===== config.mk =====
export PLATFORM = sky130hd
export DESIGN_NAME = gf12_sram64_be_port_sched_flat
export DESIGN_NICKNAME = d
export VERILOG_FILES = /design/src/rtl/gf12_sram64_be_port_sched_pkg.sv /design/src/rtl/gf12_sram64_be_port_sched_if.sv /design/src/rtl/gf12_sram64_be_port_sched_rsp_fifo.sv /design/src/rtl/gf12_sram64_be_port_sched.sv /design/src/flat_wrapper.sv
export SDC_FILE = /design/constraint.sdc
export NUM_CORES = 1
export LEC_CHECK = 0
export ABC_AREA = 1
export BUFFER_PORTS_ARGS = -buffer_cell sky130_fd_sc_hd__buf_2
export CORE_AREA = 5 5 186 188
export DETAILED_ROUTE_END_ITERATION = 7
export DIE_AREA = 0 0 191 193
export GPL_ROUTABILITY_DRIVEN = 1
export PLACE_DENSITY = 0.51
export SLEW_MARGIN = 10
export SYNTH_ARGS = -nofsm -noshare
export SYNTH_HDL_FRONTEND = slang
export SYNTH_SLANG_ARGS = --single-unit

===== constraint.sdc =====
create_clock -name CLK -period 12.1 [get_ports CLK]
set_input_delay 0.605 -clock CLK [delete_from_list [all_inputs] [get_ports CLK]]
set_output_delay 0.605 -clock CLK [all_outputs]
set_load 0.005 [all_outputs]

===== src/rtl/gf12_sram64_be_port_sched_pkg.sv =====
// rtl/gf12_sram64_be_port_sched_pkg.sv - shared types, defaults and bank decode for the SRAM port scheduler
package gf12_sram_ctrl_pkg;

  typedef enum logic {PRIO_WR = 1'b0, PRIO_RD = 1'b1} prio_e;

  localparam int DEF_ABITS      = 18;
  localparam int DEF_BANK_ABITS = 13;
  localparam int DEF_DBITS      = 64;
  localparam int DEF_RSP_DEPTH  = 2;
  localparam int DEF_CNT_BITS   = 16;

  // Takes a zero-extended address so callers of any ABITS up to 32 share one decoder.
  function automatic logic [31:0] bank_sel(input logic [31:0] addr, input int unsigned bank_abits);
    return addr >> bank_abits;
  endfunction

endpackage


===== src/rtl/gf12_sram64_be_port_sched_if.sv =====
// rtl/gf12_sram64_be_port_sched_if.sv - request, response and SRAM port bundle of the scheduler
interface gf12_sram64_be_port_sched_if
  import gf12_sram_ctrl_pkg::*;
#(
  parameter int ABITS    = DEF_ABITS,
  parameter int DBITS    = DEF_DBITS,
  parameter int CNT_BITS = DEF_CNT_BITS
);
  logic                wr_valid;
  logic                wr_ready;
  logic [ABITS-1:0]    wr_addr;
  logic [DBITS-1:0]    wr_data;
  logic [DBITS-1:0]    wr_mask;
  logic                rd_valid;
  logic                rd_ready;
  logic [ABITS-1:0]    rd_addr;
  logic                rsp_valid;
  logic                rsp_ready;
  logic [DBITS-1:0]    rsp_data;
  logic                sram_CE0;
  logic [ABITS-1:0]    sram_A0;
  logic [DBITS-1:0]    sram_D0;
  logic                sram_WE0;
  logic [DBITS-1:0]    sram_WEM0;
  logic                sram_CE1;
  logic [ABITS-1:0]    sram_A1;
  logic [DBITS-1:0]    sram_Q1;
  logic [CNT_BITS-1:0] conflict_cnt;

  modport slave (
    input  wr_valid, wr_addr, wr_data, wr_mask, rd_valid, rd_addr, rsp_ready, sram_Q1,
    output wr_ready, rd_ready, rsp_valid, rsp_data,
    output sram_CE0, sram_A0, sram_D0, sram_WE0, sram_WEM0, sram_CE1, sram_A1, conflict_cnt
  );

  modport master (
    output wr_valid, wr_addr, wr_data, wr_mask, rd_valid, rd_addr, rsp_ready, sram_Q1,
    input  wr_ready, rd_ready, rsp_valid, rsp_data,
    input  sram_CE0, sram_A0, sram_D0, sram_WE0, sram_WEM0, sram_CE1, sram_A1, conflict_cnt
  );

endinterface


===== src/rtl/gf12_sram64_be_port_sched_rsp_fifo.sv =====
// rtl/gf12_sram64_be_port_sched_rsp_fifo.sv - read-response buffer; head is a register, Q1 is never bypassed
module gf12_sram_rsp_fifo #(
  parameter int DEPTH = 2,
  parameter int DBITS = 64,
  parameter int CW    = $clog2(DEPTH + 1)
) (
  input  logic             clk_i,
  input  logic             rst_i,
  input  logic             push_i,
  input  logic [DBITS-1:0] data_i,
  input  logic             pop_i,
  output logic [DBITS-1:0] data_o,
  output logic             full_o,
  output logic             empty_o,
  output logic [CW-1:0]    count_o
);
  localparam int PW = (DEPTH > 1) ? $clog2(DEPTH) : 1;

  logic [DBITS-1:0] mem_q [DEPTH];
  logic [PW-1:0]    wr_ptr_q, wr_ptr_d;
  logic [PW-1:0]    rd_ptr_q, rd_ptr_d;
  logic [CW-1:0]    count_q, count_d;
  logic             do_push, do_pop;

  function automatic logic [PW-1:0] ptr_inc(input logic [PW-1:0] p);
    return (p == PW'(DEPTH - 1)) ? '0 : p + PW'(1);
  endfunction

  assign empty_o = (count_q == '0);
  assign full_o  = (count_q == CW'(DEPTH));
  assign count_o = count_q;
  assign data_o  = mem_q[rd_ptr_q];

  always_comb begin
    do_pop   = pop_i & ~empty_o;
    // Push into a full buffer is only legal when the head leaves in the same cycle.
    do_push  = push_i & (~full_o | do_pop);
    wr_ptr_d = do_push ? ptr_inc(wr_ptr_q) : wr_ptr_q;
    rd_ptr_d = do_pop  ? ptr_inc(rd_ptr_q) : rd_ptr_q;
    count_d  = count_q + CW'(do_push) - CW'(do_pop);
  end

  always_ff @(posedge clk_i) begin
    if (rst_i) begin
      wr_ptr_q <= '0;
      rd_ptr_q <= '0;
      count_q  <= '0;
    end else begin
      wr_ptr_q <= wr_ptr_d;
      rd_ptr_q <= rd_ptr_d;
      count_q  <= count_d;
    end
  end

  always_ff @(posedge clk_i) begin
    if (do_push && !rst_i) mem_q[wr_ptr_q] <= data_i;
  end

endmodule


===== src/rtl/gf12_sram64_be_port_sched.sv =====
// rtl/gf12_sram64_be_port_sched.sv - write/read port arbiter with bank-conflict round robin and read credits
module gf12_sram64_be_port_sched
  import gf12_sram_ctrl_pkg::*;
#(
  parameter int ABITS      = DEF_ABITS,
  parameter int BANK_ABITS = DEF_BANK_ABITS,
  parameter int DBITS      = DEF_DBITS,
  parameter int RSP_DEPTH  = DEF_RSP_DEPTH,
  parameter int CNT_BITS   = DEF_CNT_BITS
) (
  input  logic                         CLK,
  input  logic                         RST,
  gf12_sram64_be_port_sched_if.slave   bus
);
  localparam int CW = $clog2(RSP_DEPTH + 1);

  prio_e               prio_q, prio_d;
  logic                inflight_q, inflight_d;
  logic [CNT_BITS-1:0] cnt_q, cnt_d;

  logic [CW-1:0]       occ;
  logic                fifo_empty, fifo_full;
  logic [DBITS-1:0]    fifo_head;
  logic [CW:0]         pending;
  logic                pop, rd_credit, same_bank;
  logic                wr_req, rd_ok, conflict, wr_gnt, rd_gnt;

  assign pop     = ~fifo_empty & bus.rsp_ready;
  assign pending = {1'b0, occ} + (CW+1)'(inflight_q);
  // A read already in the SRAM owns a buffer slot, so it counts against the credit.
  assign rd_credit = (pending < (CW+1)'(RSP_DEPTH)) |
                     ((pending == (CW+1)'(RSP_DEPTH)) & pop & (fifo_full | inflight_q));
  assign same_bank = (bank_sel(32'(bus.wr_addr), BANK_ABITS) ==
                      bank_sel(32'(bus.rd_addr), BANK_ABITS));

  always_comb begin
    wr_req     = bus.wr_valid & ~RST;
    rd_ok      = bus.rd_valid & rd_credit & ~RST;
    conflict   = wr_req & rd_ok & same_bank;
    wr_gnt     = wr_req & (~conflict | (prio_q == PRIO_WR));
    rd_gnt     = rd_ok  & (~conflict | (prio_q == PRIO_RD));
    prio_d     = prio_q;
    cnt_d      = cnt_q;
    inflight_d = rd_gnt;
    if (conflict) begin
      prio_d = (prio_q == PRIO_WR) ? PRIO_RD : PRIO_WR;
      if (cnt_q != '1) cnt_d = cnt_q + CNT_BITS'(1);
    end
  end

  always_ff @(posedge CLK) begin
    if (RST) begin
      prio_q     <= PRIO_WR;
      inflight_q <= 1'b0;
      cnt_q      <= '0;
    end else begin
      prio_q     <= prio_d;
      inflight_q <= inflight_d;
      cnt_q      <= cnt_d;
    end
  end

  gf12_sram_rsp_fifo #(
    .DEPTH (RSP_DEPTH),
    .DBITS (DBITS),
    .CW    (CW)
  ) u_rsp_fifo (
    .clk_i   (CLK),
    .rst_i   (RST),
    .push_i  (inflight_q),
    .data_i  (bus.sram_Q1),
    .pop_i   (pop),
    .data_o  (fifo_head),
    .full_o  (fifo_full),
    .empty_o (fifo_empty),
    .count_o (occ)
  );

  assign bus.wr_ready     = wr_gnt;
  assign bus.rd_ready     = rd_gnt;
  assign bus.rsp_valid    = ~fifo_empty;
  assign bus.rsp_data     = fifo_head;
  assign bus.conflict_cnt = cnt_q;

  // Idle ports drive zeros so waveforms only show live addresses and data.
  assign bus.sram_CE0  = wr_gnt;
  assign bus.sram_WE0  = wr_gnt;
  assign bus.sram_A0   = wr_gnt ? bus.wr_addr : '0;
  assign bus.sram_D0   = wr_gnt ? bus.wr_data : '0;
  assign bus.sram_WEM0 = wr_gnt ? bus.wr_mask : '0;
  assign bus.sram_CE1  = rd_gnt;
  assign bus.sram_A1   = rd_gnt ? bus.rd_addr : '0;

endmodule


===== src/flat_wrapper.sv =====
// flat-port wrapper written by rule: the top's interface ports become plain ports
module gf12_sram64_be_port_sched_flat import gf12_sram_ctrl_pkg::*;
#(
  parameter int ABITS      = DEF_ABITS,
  parameter int BANK_ABITS = DEF_BANK_ABITS,
  parameter int DBITS      = DEF_DBITS,
  parameter int RSP_DEPTH  = DEF_RSP_DEPTH,
  parameter int CNT_BITS   = DEF_CNT_BITS
)
  (CLK, RST, bus_wr_valid, bus_wr_addr, bus_wr_data, bus_wr_mask, bus_rd_valid, bus_rd_addr, bus_rsp_ready, bus_sram_Q1, bus_wr_ready, bus_rd_ready, bus_rsp_valid, bus_rsp_data, bus_sram_CE0, bus_sram_A0, bus_sram_D0, bus_sram_WE0, bus_sram_WEM0, bus_sram_CE1, bus_sram_A1, bus_conflict_cnt);
  gf12_sram64_be_port_sched_if #(.ABITS(ABITS), .DBITS(DBITS), .CNT_BITS(CNT_BITS)) bus_i ();
  input  logic CLK;
  input  logic RST;
  input wire logic [$bits(bus_i.wr_valid)-1:0] bus_wr_valid;
  input wire logic [$bits(bus_i.wr_addr)-1:0] bus_wr_addr;
  input wire logic [$bits(bus_i.wr_data)-1:0] bus_wr_data;
  input wire logic [$bits(bus_i.wr_mask)-1:0] bus_wr_mask;
  input wire logic [$bits(bus_i.rd_valid)-1:0] bus_rd_valid;
  input wire logic [$bits(bus_i.rd_addr)-1:0] bus_rd_addr;
  input wire logic [$bits(bus_i.rsp_ready)-1:0] bus_rsp_ready;
  input wire logic [$bits(bus_i.sram_Q1)-1:0] bus_sram_Q1;
  output wire logic [$bits(bus_i.wr_ready)-1:0] bus_wr_ready;
  output wire logic [$bits(bus_i.rd_ready)-1:0] bus_rd_ready;
  output wire logic [$bits(bus_i.rsp_valid)-1:0] bus_rsp_valid;
  output wire logic [$bits(bus_i.rsp_data)-1:0] bus_rsp_data;
  output wire logic [$bits(bus_i.sram_CE0)-1:0] bus_sram_CE0;
  output wire logic [$bits(bus_i.sram_A0)-1:0] bus_sram_A0;
  output wire logic [$bits(bus_i.sram_D0)-1:0] bus_sram_D0;
  output wire logic [$bits(bus_i.sram_WE0)-1:0] bus_sram_WE0;
  output wire logic [$bits(bus_i.sram_WEM0)-1:0] bus_sram_WEM0;
  output wire logic [$bits(bus_i.sram_CE1)-1:0] bus_sram_CE1;
  output wire logic [$bits(bus_i.sram_A1)-1:0] bus_sram_A1;
  output wire logic [$bits(bus_i.conflict_cnt)-1:0] bus_conflict_cnt;
  assign bus_i.wr_valid = bus_wr_valid;
  assign bus_i.wr_addr = bus_wr_addr;
  assign bus_i.wr_data = bus_wr_data;
  assign bus_i.wr_mask = bus_wr_mask;
  assign bus_i.rd_valid = bus_rd_valid;
  assign bus_i.rd_addr = bus_rd_addr;
  assign bus_i.rsp_ready = bus_rsp_ready;
  assign bus_i.sram_Q1 = bus_sram_Q1;
  assign bus_wr_ready = bus_i.wr_ready;
  assign bus_rd_ready = bus_i.rd_ready;
  assign bus_rsp_valid = bus_i.rsp_valid;
  assign bus_rsp_data = bus_i.rsp_data;
  assign bus_sram_CE0 = bus_i.sram_CE0;
  assign bus_sram_A0 = bus_i.sram_A0;
  assign bus_sram_D0 = bus_i.sram_D0;
  assign bus_sram_WE0 = bus_i.sram_WE0;
  assign bus_sram_WEM0 = bus_i.sram_WEM0;
  assign bus_sram_CE1 = bus_i.sram_CE1;
  assign bus_sram_A1 = bus_i.sram_A1;
  assign bus_conflict_cnt = bus_i.conflict_cnt;
  gf12_sram64_be_port_sched #(.ABITS(ABITS), .BANK_ABITS(BANK_ABITS), .DBITS(DBITS), .RSP_DEPTH(RSP_DEPTH), .CNT_BITS(CNT_BITS)) u_core (.CLK(CLK), .RST(RST), .bus(bus_i));
endmodule

==> reports/results.ini <==
[drt]
drt_iter0_markers = 316
firstDrtPassIters = 4
num_vias = 6812
wl_mm = 29.7
drc = 0
avgRoutedWirePerCell_um = 17.3
avgViaCountPerCell = 3.97
ant_nets = 0

[clock_tree]
cts.clk_slew.worst_paths_ns = 0.07
cts_tree = built
cts_hold_buf = 0
cts_resized = 0
cts.sinks = 151
cts_buffers = 17
clockBufferDepth = 2
cts_max_level = 4
post_cts_buffers = 0
clock-root-buffer = clkbuf_16
clk_latency_ns = 0.42

[synth]
synthCells = 782
synth.avg_cell_area_sq_um = 9.45
synthFlopType = edfxtp_1
ys_ff_latch = 151
ys_async_sr_fraction_pct = 0
synth_seq_area_share_pct = 58.3
synth_cell_types = 21
synthesis.nets = 1020
yosys_warnings = 0
synth_enable_flop_cells = 128
syn_area_sq_um = 7390

[cells_and_area]
final_cell_area_sq_um = 10800
n_antenna_cell = 0
drive_gt1_share_pct = 46.4
areaGrowthSynthToFinish_pct = 46.0
fin_nets = 1492
fill_cells = 3514

[worst_setup_path]
required_ns = 11.49
arrival_ns = 4.13
worstPathCellList = ha_1, inv_1, ha_1, nand2_1, nor2_1, nand3_1, nand2_1, nand2_1, nor2_4, nand2_1, nand2_4, buf_4, inv_1, buf_2
cp-end-kind = primary output
crit_family = simple AND/OR/NAND/NOR gates
cp_common_cell = nand2_1
cp_num_cells = 14
worstSetupPathType = reg -> out
critPathBufInv = 4
critPathMaxStageDelay_ns = 0.68
reg2regPathDepth = 12
cp_max_fo = 75
cp-start-kind = flip-flop
slowest_stage = buf_4

[global_route]
grt_pass1_wl_mm = 40.5
grt.total_usage_pct = 14.7
grt_pass1_vias = 6466
antenna_found_initial = 5
grt_max_degree = 76
overflow = 0

[placed_design]
dp_hpwl_mm = 24.2
routabilityCongestion = 0.824
portBuffers = 482
place_area_sq_um = 10200

[sta]
fin_tns_setup_ns = 0
skew_ns = 0.0118
worst_pin_slew_ns = 0.933
timing.fmax_mhz = 211
finalCritPeriodShare_pct = 39.1
min_period_ns = 4.73
finalHoldViolCount = 0
drv_slew = 0
finalSetupViolCount = 0
slew_headroom_pct = 37.8
rsz0062_at_grt = false

[pwr]
p_per_area_nw_per_um2 = 134
total_power_w = 0.00144
peakVddDrop_mv = 0.0897
power_leakage_nw = 5.75

[floorplan]
die_w_um = 191
core_area_sq_um = 32900
io_pins = 483
die_area_sq_um = 36900
start_util_pct = 22.4
dieHeight_um = 193
num_rows = 67

[hold_path]
min_path_type = in -> reg
hold_depth = 1

[outcome]
status = completed

[job]
drv_cap = 0

cells in the final DEF (no fill, tap or decap):
master / netlist / layout
nand2_4: 0 / 1
nand2_1: 60 / 59
nand4_2: 1 / 1
dfxtp_1: 23 / 22
xor2_1: 1 / 1
buf_2: 5 / 482
buf_4: 15 / 5
clkinv_4: 0 / 1
clkinv_2: 0 / 2
nor2_4: 2 / 3
nand3_1: 22 / 22
mux2_2: 64 / 64
inv_6: 0 / 4
clkinvlp_4: 0 / 4
o21ai_0: 7 / 7
nor2_1: 207 / 206
ha_1: 5 / 5
nand4_1: 2 / 2
clkbuf_1: 11 / 1
bufinv_16: 0 / 2
xnor2_1: 1 / 1
clkinv_1: 0 / 1
nor3_2: 0 / 1
a21oi_1: 20 / 20
edfxtp_1: 128 / 128
o21bai_1: 1 / 1
nor3_1: 2 / 1
inv_1: 202 / 202
clkbuf_16: 0 / 17
dfxtp_2: 0 / 1
worst reg2reg max path, delay by kind of cell, from the launching register on:
| kind | cells | cell delay (ns) |
|---|---|---|
| simple gates | 9 | 1.31 |
| fa+ha+maj | 2 | 0.46 |
| flops | 1 | 0.39 |
| buf+inv | 1 | 0.05 |
path summary, 6_finish.rpt:
kind / slack, ns / startpoint / to
worst max-delay path: 7.37 / u_core.inflight_q$_SDFF_PP0_ / bus_wr_ready
worst max register to register: 9.79 / u_core.inflight_q$_SDFF_PP0_ / u_core.prio_q$_SDFFE_PP0N_
worst min-delay path: 0.37 / bus_sram_Q1[54] / u_core.u_rsp_fifo.mem_q[0][54]$_DFFE_PP_
worst min register to register: 0.46 / u_core.u_rsp_fifo.rd_ptr_q$_SDFFE_PP0P_ / flip-flop
flip-flops by register name, indices dropped and copies added (netlist names), named ones only:
name / cells
u_core.bus.conflict_cnt: 16
u_core.inflight_q: 1
u_core.prio_q: 1
u_core.u_rsp_fifo.count_o: 2
u_core.u_rsp_fifo.mem_q: 128
u_core.u_rsp_fifo.rd_ptr_q: 1
u_core.u_rsp_fifo.wr_ptr_q: 1
logic make-up after synthesis:
| family | count (synthesis) | share of synthesized area, % |
|---|---|---|
| compound gates | 28 | 1.93 |
| flops | 151 | 58.3 |
| simple gates | 296 | 15.8 |
| buf+inv | 236 | 13.1 |
| mux | 64 | 9.75 |
| fa+ha+maj | 5 | 0.847 |
| xor+xnor | 2 | 0.237 |
synthesized netlist by cell type, types with 7 or more instances:
master    number  share of area, %
a21oi_1       20               1.4
o21ai_0        7              0.47
mux2_2        64               9.8
edfxtp_1     128                52
nand2_1       60               3.0
nand3_1       22               1.5
inv_1        202                10
nor2_1       207                11
buf_4         15               1.5
dfxtp_1       23               6.2
clkbuf_1      11              0.56
metal layers:
metal / GRT usage [%] / up-vias / part of all wire [%]
met5: 0 / - / 0.091
met4: 2.98 / 4 / 0.58
met3: 5.69 / 15 / 11
met2: 21.7 / 308 / 44
met1: 20.6 / 3151 / 45
li1: - / 3334 / -
final cells by class:
cell class | instances | area (sq um) | area share (%)
Sequential cell | 151 | 4310 | 39.9
Inverter | 202 | 758 | 7.03
Clock inverter | 14 | 148 | 1.37
Multi-Input combinational cell | 395 | 2130 | 19.8
Tap cell | 448 | 561 | 5.20
Clock buffer | 18 | 429 | 3.98
Timing Repair Buffer | 487 | 2450 | 22.7
per-stage QoR:
stage          worst slack (ns)  hold WS (ns)  utilization (%)  instances
2_1_floorplan              6.45         0.426                -        782
3_3_place_gp               7.55         0.431             31.0       1683
3_5_place_dp               7.43         0.445             31.0       1683
4_1_cts                    7.28         0.338             32.7       1715
5_1_grt                    6.90         0.346             32.7       1715
6_report                   7.37         0.369             32.7       1715
power breakdown:
group	internal, W	switching (W)	total (W)
clock	0.000305	0.000211	0.000516
sequential	0.000597	0.00000961	0.000606
combinational	0.000153	0.000169	0.000322
total	0.00105	0.000390	0.00144
Power figures use the tool's default switching activity.
